### config.mk
export PLATFORM = sky130hd
export DESIGN_NAME = uart_frame_tx
export DESIGN_NICKNAME = d
export VERILOG_FILES = /design/src/rtl/uart_pkg.sv /design/src/rtl/uart_frame_tx_byte.sv /design/src/rtl/uart_frame_tx.sv
export SDC_FILE = /design/constraint.sdc
export NUM_CORES = 1
export LEC_CHECK = 0
export BUFFER_PORTS_ARGS = -buffer_cell sky130_fd_sc_hd__buf_2
export CORE_UTILIZATION = 60
export CTS_CLUSTER_SIZE = 14
export DETAILED_ROUTE_END_ITERATION = 6
export GPL_ROUTABILITY_DRIVEN = 0
export PLACE_DENSITY_LB_ADDON = 0.05
export SLEW_MARGIN = 15
export SYNTH_ARGS = -nofsm -noshare
export SYNTH_HDL_FRONTEND = slang
export SYNTH_HIERARCHICAL = 1
export SYNTH_SLANG_ARGS = --single-unit
### constraint.sdc
create_clock -name i_clk -period 4.37 [get_ports i_clk]
set_clock_uncertainty 0.2 [all_clocks]
set_input_delay 0.874 -clock i_clk [delete_from_list [all_inputs] [get_ports i_clk]]
set_output_delay 0.874 -clock i_clk [all_outputs]
set_load 0.005 [all_outputs]
### src/rtl/uart_pkg.sv
// uart_pkg: shared UART framer types, constants and baud divisor helper
package uart_pkg;
  localparam int UART_DATA_BITS = 8;
  localparam logic UART_IDLE = 1'b1;
  typedef enum logic [1:0] {IDLE, SEND, CSUM, DONE} frame_state_t;
  typedef enum logic [1:0] {B_IDLE, B_START, B_DATA, B_STOP} byte_state_t;
  function automatic int clks_per_bit(input int clk_freq_hz, input int baud);
    return clk_freq_hz / baud;
  endfunction
endpackage

### src/rtl/uart_frame_tx_byte.sv
// uart_byte_tx: 8N1 byte serializer, ready in last stop cycle so bytes chain gap-free
module uart_byte_tx import uart_pkg::*; #(
  parameter int CLKS_PER_BIT = 868
) (
  input  logic                      i_clk,
  input  logic                      i_rst,
  input  logic [UART_DATA_BITS-1:0] i_data,
  input  logic                      i_valid,
  output logic                      o_ready,
  output logic                      o_tx
);
  localparam int CW = $clog2(CLKS_PER_BIT + 1);
  localparam int BW = $clog2(UART_DATA_BITS);
  byte_state_t st;
  logic [CW-1:0] cnt;
  logic [BW-1:0] bit_idx;
  logic [UART_DATA_BITS-1:0] sh;
  logic bit_end;
  assign bit_end = cnt == CW'(CLKS_PER_BIT - 1);
  assign o_ready = st == B_IDLE || (st == B_STOP && bit_end);
  assign o_tx = st == B_START ? 1'b0 : st == B_DATA ? sh[0] : UART_IDLE;
  always_ff @(posedge i_clk) begin
    if (i_rst) begin
      st <= B_IDLE;
      cnt <= '0;
      bit_idx <= '0;
      sh <= '0;
    end else if (i_valid && o_ready) begin
      st <= B_START;
      cnt <= '0;
      sh <= i_data;
    end else if (st != B_IDLE) begin
      cnt <= bit_end ? '0 : cnt + 1'b1;
      if (bit_end) begin
        if (st == B_START) begin
          st <= B_DATA;
          bit_idx <= '0;
        end else if (st == B_DATA) begin
          sh <= sh >> 1;
          bit_idx <= bit_idx + 1'b1;
          if (bit_idx == BW'(UART_DATA_BITS - 1)) st <= B_STOP;
        end else begin
          st <= B_IDLE;
        end
      end
    end
  end
endmodule

### src/rtl/uart_frame_tx.sv
// uart_frame_tx: 32-bit word to 8N1 framer, MSB byte first; UART_FRAME_TX_CSUM_EN appends an XOR checksum byte per frame
module uart_frame_tx import uart_pkg::*; #(
  parameter int CLK_FREQ_HZ = 100_000_000,
  parameter int BAUD = 115200,
  parameter int FRAME_WORDS = 62
) (
  input  logic                           i_clk,
  input  logic                           i_rst,
  input  logic [31:0]                    i_word,
  input  logic                           i_word_valid,
  output logic                           o_word_ready,
  output logic                           o_tx,
  output logic                           o_busy,
  output logic [$clog2(FRAME_WORDS)-1:0] o_word_idx,
  output logic                           o_frame_done
);
  localparam int IW = $clog2(FRAME_WORDS);
`ifdef UART_FRAME_TX_CSUM_EN
  localparam logic CSUM_EN = 1'b1;
`else
  localparam logic CSUM_EN = 1'b0;
`endif
  frame_state_t st;
  logic [31:0] hold;
  logic hold_full, last_acc, b_valid, b_ready, b_fire, w_fire, tail;
  logic [1:0] byte_cnt;
  logic [7:0] csum, b_data;
  assign tail = st == SEND && last_acc && !hold_full;
  assign b_valid = hold_full || (CSUM_EN && tail);
  assign b_data = hold_full ? hold[{byte_cnt, 3'b000} +: 8] : csum;
  assign b_fire = b_valid && b_ready;
  assign o_word_ready = !hold_full && !last_acc;
  assign w_fire = i_word_valid && o_word_ready;
  assign o_busy = st == SEND || st == CSUM;
  assign o_frame_done = st == DONE;
  always_ff @(posedge i_clk) begin
    if (i_rst) begin
      st <= IDLE;
      hold <= '0;
      hold_full <= 1'b0;
      last_acc <= 1'b0;
      byte_cnt <= 2'd3;
      csum <= '0;
      o_word_idx <= '0;
    end else begin
      if (w_fire) begin
        hold <= i_word;
        hold_full <= 1'b1;
        if (o_word_idx == IW'(FRAME_WORDS - 1)) last_acc <= 1'b1;
        else o_word_idx <= o_word_idx + 1'b1;
      end
      if (b_fire && hold_full) begin
        byte_cnt <= byte_cnt - 1'b1;
        csum <= csum ^ b_data;
        if (byte_cnt == 2'd0) hold_full <= 1'b0;
      end
      if (st == DONE) begin
        o_word_idx <= '0;
        last_acc <= 1'b0;
        csum <= '0;
      end
      st <= st == IDLE ? (w_fire ? SEND : IDLE) :
            st == SEND ? (tail && b_ready ? (CSUM_EN ? CSUM : DONE) : SEND) :
            st == CSUM ? (b_ready ? DONE : CSUM) : IDLE;
    end
  end
  uart_byte_tx #(.CLKS_PER_BIT(clks_per_bit(CLK_FREQ_HZ, BAUD))) u_byte (
    .i_clk(i_clk),
    .i_rst(i_rst),
    .i_data(b_data),
    .i_valid(b_valid),
    .o_ready(b_ready),
    .o_tx(o_tx)
  );
endmodule
==> results by group <==
Run status
  – Run status: finished clean

Worst setup path
  – Cell family with most CP delay: simple AND/OR/NAND/NOR gates
  – CP Capture Type: flip-flop
  – CP bufs+invs: 0
  – Cell count along the critical path: 6
  – RR Startpoint: u_byte/cnt[0]$_SDFFE_PP0P_
  – Worst-path maximum fanout: 12
  – Reg-to-Reg End: u_byte/sh[6]$_SDFFE_PP0P_
  – R2r worst-path depth: 6
  – CP Data Arrival Time: 2.58 ns
  – Crit-path slowest cell: or4_4
  – Worst setup endpoint: u_byte/sh[6]$_SDFFE_PP0P_
  – Max incr delay on CP: 0.57 ns
  – Critical path data required time: 4.38 ns
  – Worst R2R Setup Slack: 1.80 ns
  – Setup crit start kind: flip-flop
  – Crit path from: u_byte/cnt[0]$_SDFFE_PP0P_
  – CP Cell Sequence: ha_1, nand4bb_1, or4_4, nand2_1, mux2i_1, a211oi_2
  – WS Path Type: reg2reg

STA
  – Setup TNS: 0 ns
  – Actual slew at the worst max-slew pin: 1.14 ns
  – Max Fclk: 0.389 GHz
  – Final Hold Fails: 0
  – Final min period: 2.57 ns
  – Setup Viol. Count Final: 0
  – Tcrit/Tclk final: 58.8%
  – Pins over their slew limit: 0
  – Slew HR: 24.1%
  – RSZ-0062 raised after global routing: false

Global routing
  – Initial antenna violation count: 0
  – Overflow after GRT: 0
  – Largest net degree at the start of global routing: 38
  – First-pass GRT wire length: 11,700 µm
  – Via count of the first global-routing pass: 2,650
  – Total Routing Usage GR: 24.4%

Final layout
  – Layout cells sized above 1: 18.0%
  – Area Overhead vs Synth: 12.6%
  – Antenna Cells: 0
  – Most common cell after layout, fill and taps aside: nand2_1
  – Most frequent cells in the layout: nand2_1 (88), dfxtp_1 (75), a21oi_1 (50)
  – Nets: 494
  – Cell Count, Final, Fillers Out: 521

Die
  – Initial cell density of the core: 63.3%
  – Row count: 27
  – Core ar.: 5610 µm²
  – Die ar.: 6230 µm²
  – Height of the die: 78.9 µm
  – I/O pins: 45
  – Die W: 78.9 µm

Routing
  – Drt pass-1 iters: 4
  – DR vias/cell: 5.53
  – Iter 0 DRT Violations: 91
  – Routed len/inst: 13.4 µm
  – Routed Antenna Nets: 0
  – DR vias: 2,882
  – Wirelength, routed: 6960 µm
  – # DRC: 0

Logic synthesis
  – Unique cell type count in the Yosys netlist: 48
  – Post-synth EDFFs: 0
  – Mapped cell area: 3550 µm²
  – Synth Area in Simple Gates: 21.5%
  – Most used DFF post-synth: dfxtp_1
  – Post-synth net total: 459
  – Asr flop ratio synth: 0%
  – Largest family of logic cells by synthesized area: simple AND/OR/NAND/NOR gates
  – Synthesized instance count: 410
  – Yosys reg bits: 75
  – Syn. warnings: 6
  – Post-synthesis sequential area ratio: 42.3%
  – Avg Cell Area, Syn: 8.66 µm²
  – Mux cell area share after synthesis: 8.17%
  – Synth Area in Adders: 4.93%
  – Synth Area in XOR/XNOR: 2.22%
  – Synth Area in Compound Gates: 16.0%

Clock network
  – Root Buffer: clkbuf_8
  – Post_cts resized: 0
  – CTS clock-pin slew for the worst setup and hold paths: 0.07 ns
  – Total clock buffers created by CTS: 9
  – H-Tree Depth: 3
  – Clk buf depth: 2
  – Sink Count: 75
  – Setup Buffers After CTS: 0
  – CTS tree: yes
  – Worst skew pair latency: 0.35 ns
  – CTS Hold Bufs: 0

Power
  – Cell leakage power: 1.56 nW
  – Worst VDD drop: 0.251 mV
  – Power density over the cells: 374 nW/µm²

Place
  – Placed insts: 506
  – Post-DP HPWL: 4720 µm
  – Port Buf Inserts: 44

Min path
  – Worst min-delay path class: reg2reg

Job
  – Max Cap Violations: 0
==> cell type report <==
class	instances	area (µm²)
clock buffers	10	138
clock inverters	5	77.6
fillers	457	1610
inverters	18	67.6
multi-input cells	294	1880
flip-flops and latches	75	1500
well taps	72	90.1
repair buffers	47	243
==> synthesized netlist by cell type, types with 3 or more instances <==
cell type / instances / area share (%)
or3_1: 4 / 0.70
xnor2_1: 3 / 0.74
a21oi_1: 50 / 7.0
ha_1: 14 / 4.9
mux4_2: 8 / 5.1
xor2_1: 6 / 1.5
nand3_1: 12 / 1.7
nand2b_1: 4 / 0.70
or3b_2: 3 / 0.74
mux2i_1: 11 / 3.1
o21ai_0: 8 / 1.1
dfxtp_1: 75 / 42
inv_1: 18 / 1.9
buf_2: 3 / 0.42
a211oi_1: 10 / 2.1
a211oi_2: 3 / 1.1
clkbuf_1: 15 / 1.6
and2_1: 3 / 0.53
nand2_1: 88 / 9.3
a21o_1: 8 / 1.7
nor2_1: 24 / 2.5
nor3_1: 4 / 0.56
buf_1: 3 / 0.32
==> through the flow <==
stage	hold WS [ns]	setup slack [ns]	cell area (µm²)	power (mW)	util, %
5_1_grt	0.273	1.61	4000	1.57	71.4
3_3_place_gp	0.240	1.60	3790	0.923	67.5
2_1_floorplan	0.233	2.07	3550	0.883	-
3_5_place_dp	0.246	1.57	3790	0.929	67.5
4_1_cts	0.257	1.81	4000	1.51	71.4
6_report	0.257	1.80	4000	1.50	71.4
==> worst register-to-register path, stage by stage (launching register included) <==
cell and delay [ns]:
dfxtp_1 0.40, ha_1 0.26, nand4bb_1 0.16, or4_4 0.57, nand2_1 0.45, mux2i_1 0.30, a211oi_2 0.09
==> worst min path at each step <==
| stage | from | endpoint | cells past startpoint |
|---|---|---|---|
| after CTS | hold[19]$_SDFFE_PP0P_ | hold[19]$_SDFFE_PP0P_ | 2 |
| after global placement | hold[6]$_SDFFE_PP0P_ | hold[6]$_SDFFE_PP0P_ | 2 |
| final | hold[31]$_SDFFE_PP0P_ | hold[31]$_SDFFE_PP0P_ | 2 |
| after detailed placement | hold[19]$_SDFFE_PP0P_ | hold[19]$_SDFFE_PP0P_ | 2 |
| after floorplan | hold[16]$_SDFFE_PP0P_ | hold[16]$_SDFFE_PP0P_ | 2 |
| after global routing | hold[30]$_SDFFE_PP0P_ | hold[30]$_SDFFE_PP0P_ | 2 |
==> state kept, by name (all words and copies together), names as in the netlist <==
signal	count
o_word_idx	6
u_byte/st	2
byte_cnt	2
u_byte/cnt	10
last_acc	1
csum	8
u_byte/bit_idx	3
hold	32
b_valid	1
u_byte/sh	8
st	2
==> kinds of logic after synthesis <==
family,Yosys count
compound gates,90
xor+xnor,9
fa+ha+maj,14
buf+inv,41
flops,75
mux,19
simple gates,162
==> power by group <==
part,switching (mW),internal (mW),total (mW)
Sequential,0.0281,0.715,0.743
Clock,0.250,0.332,0.582
Combinational,0.0952,0.0753,0.171
Total,0.373,1.12,1.50
==> routing by layer <==
layer / vias up / global-route usage [%] / part of all wire [%]
met5: - / 0 / 0
met1: 1331 / 31.6 / 49
met3: 12 / 5.17 / 3.6
met2: 58 / 38.6 / 45
li1: 1481 / - / -
met4: 0 / 12.2 / 1.9
Note: power is estimated with default switching activity, not from simulation.
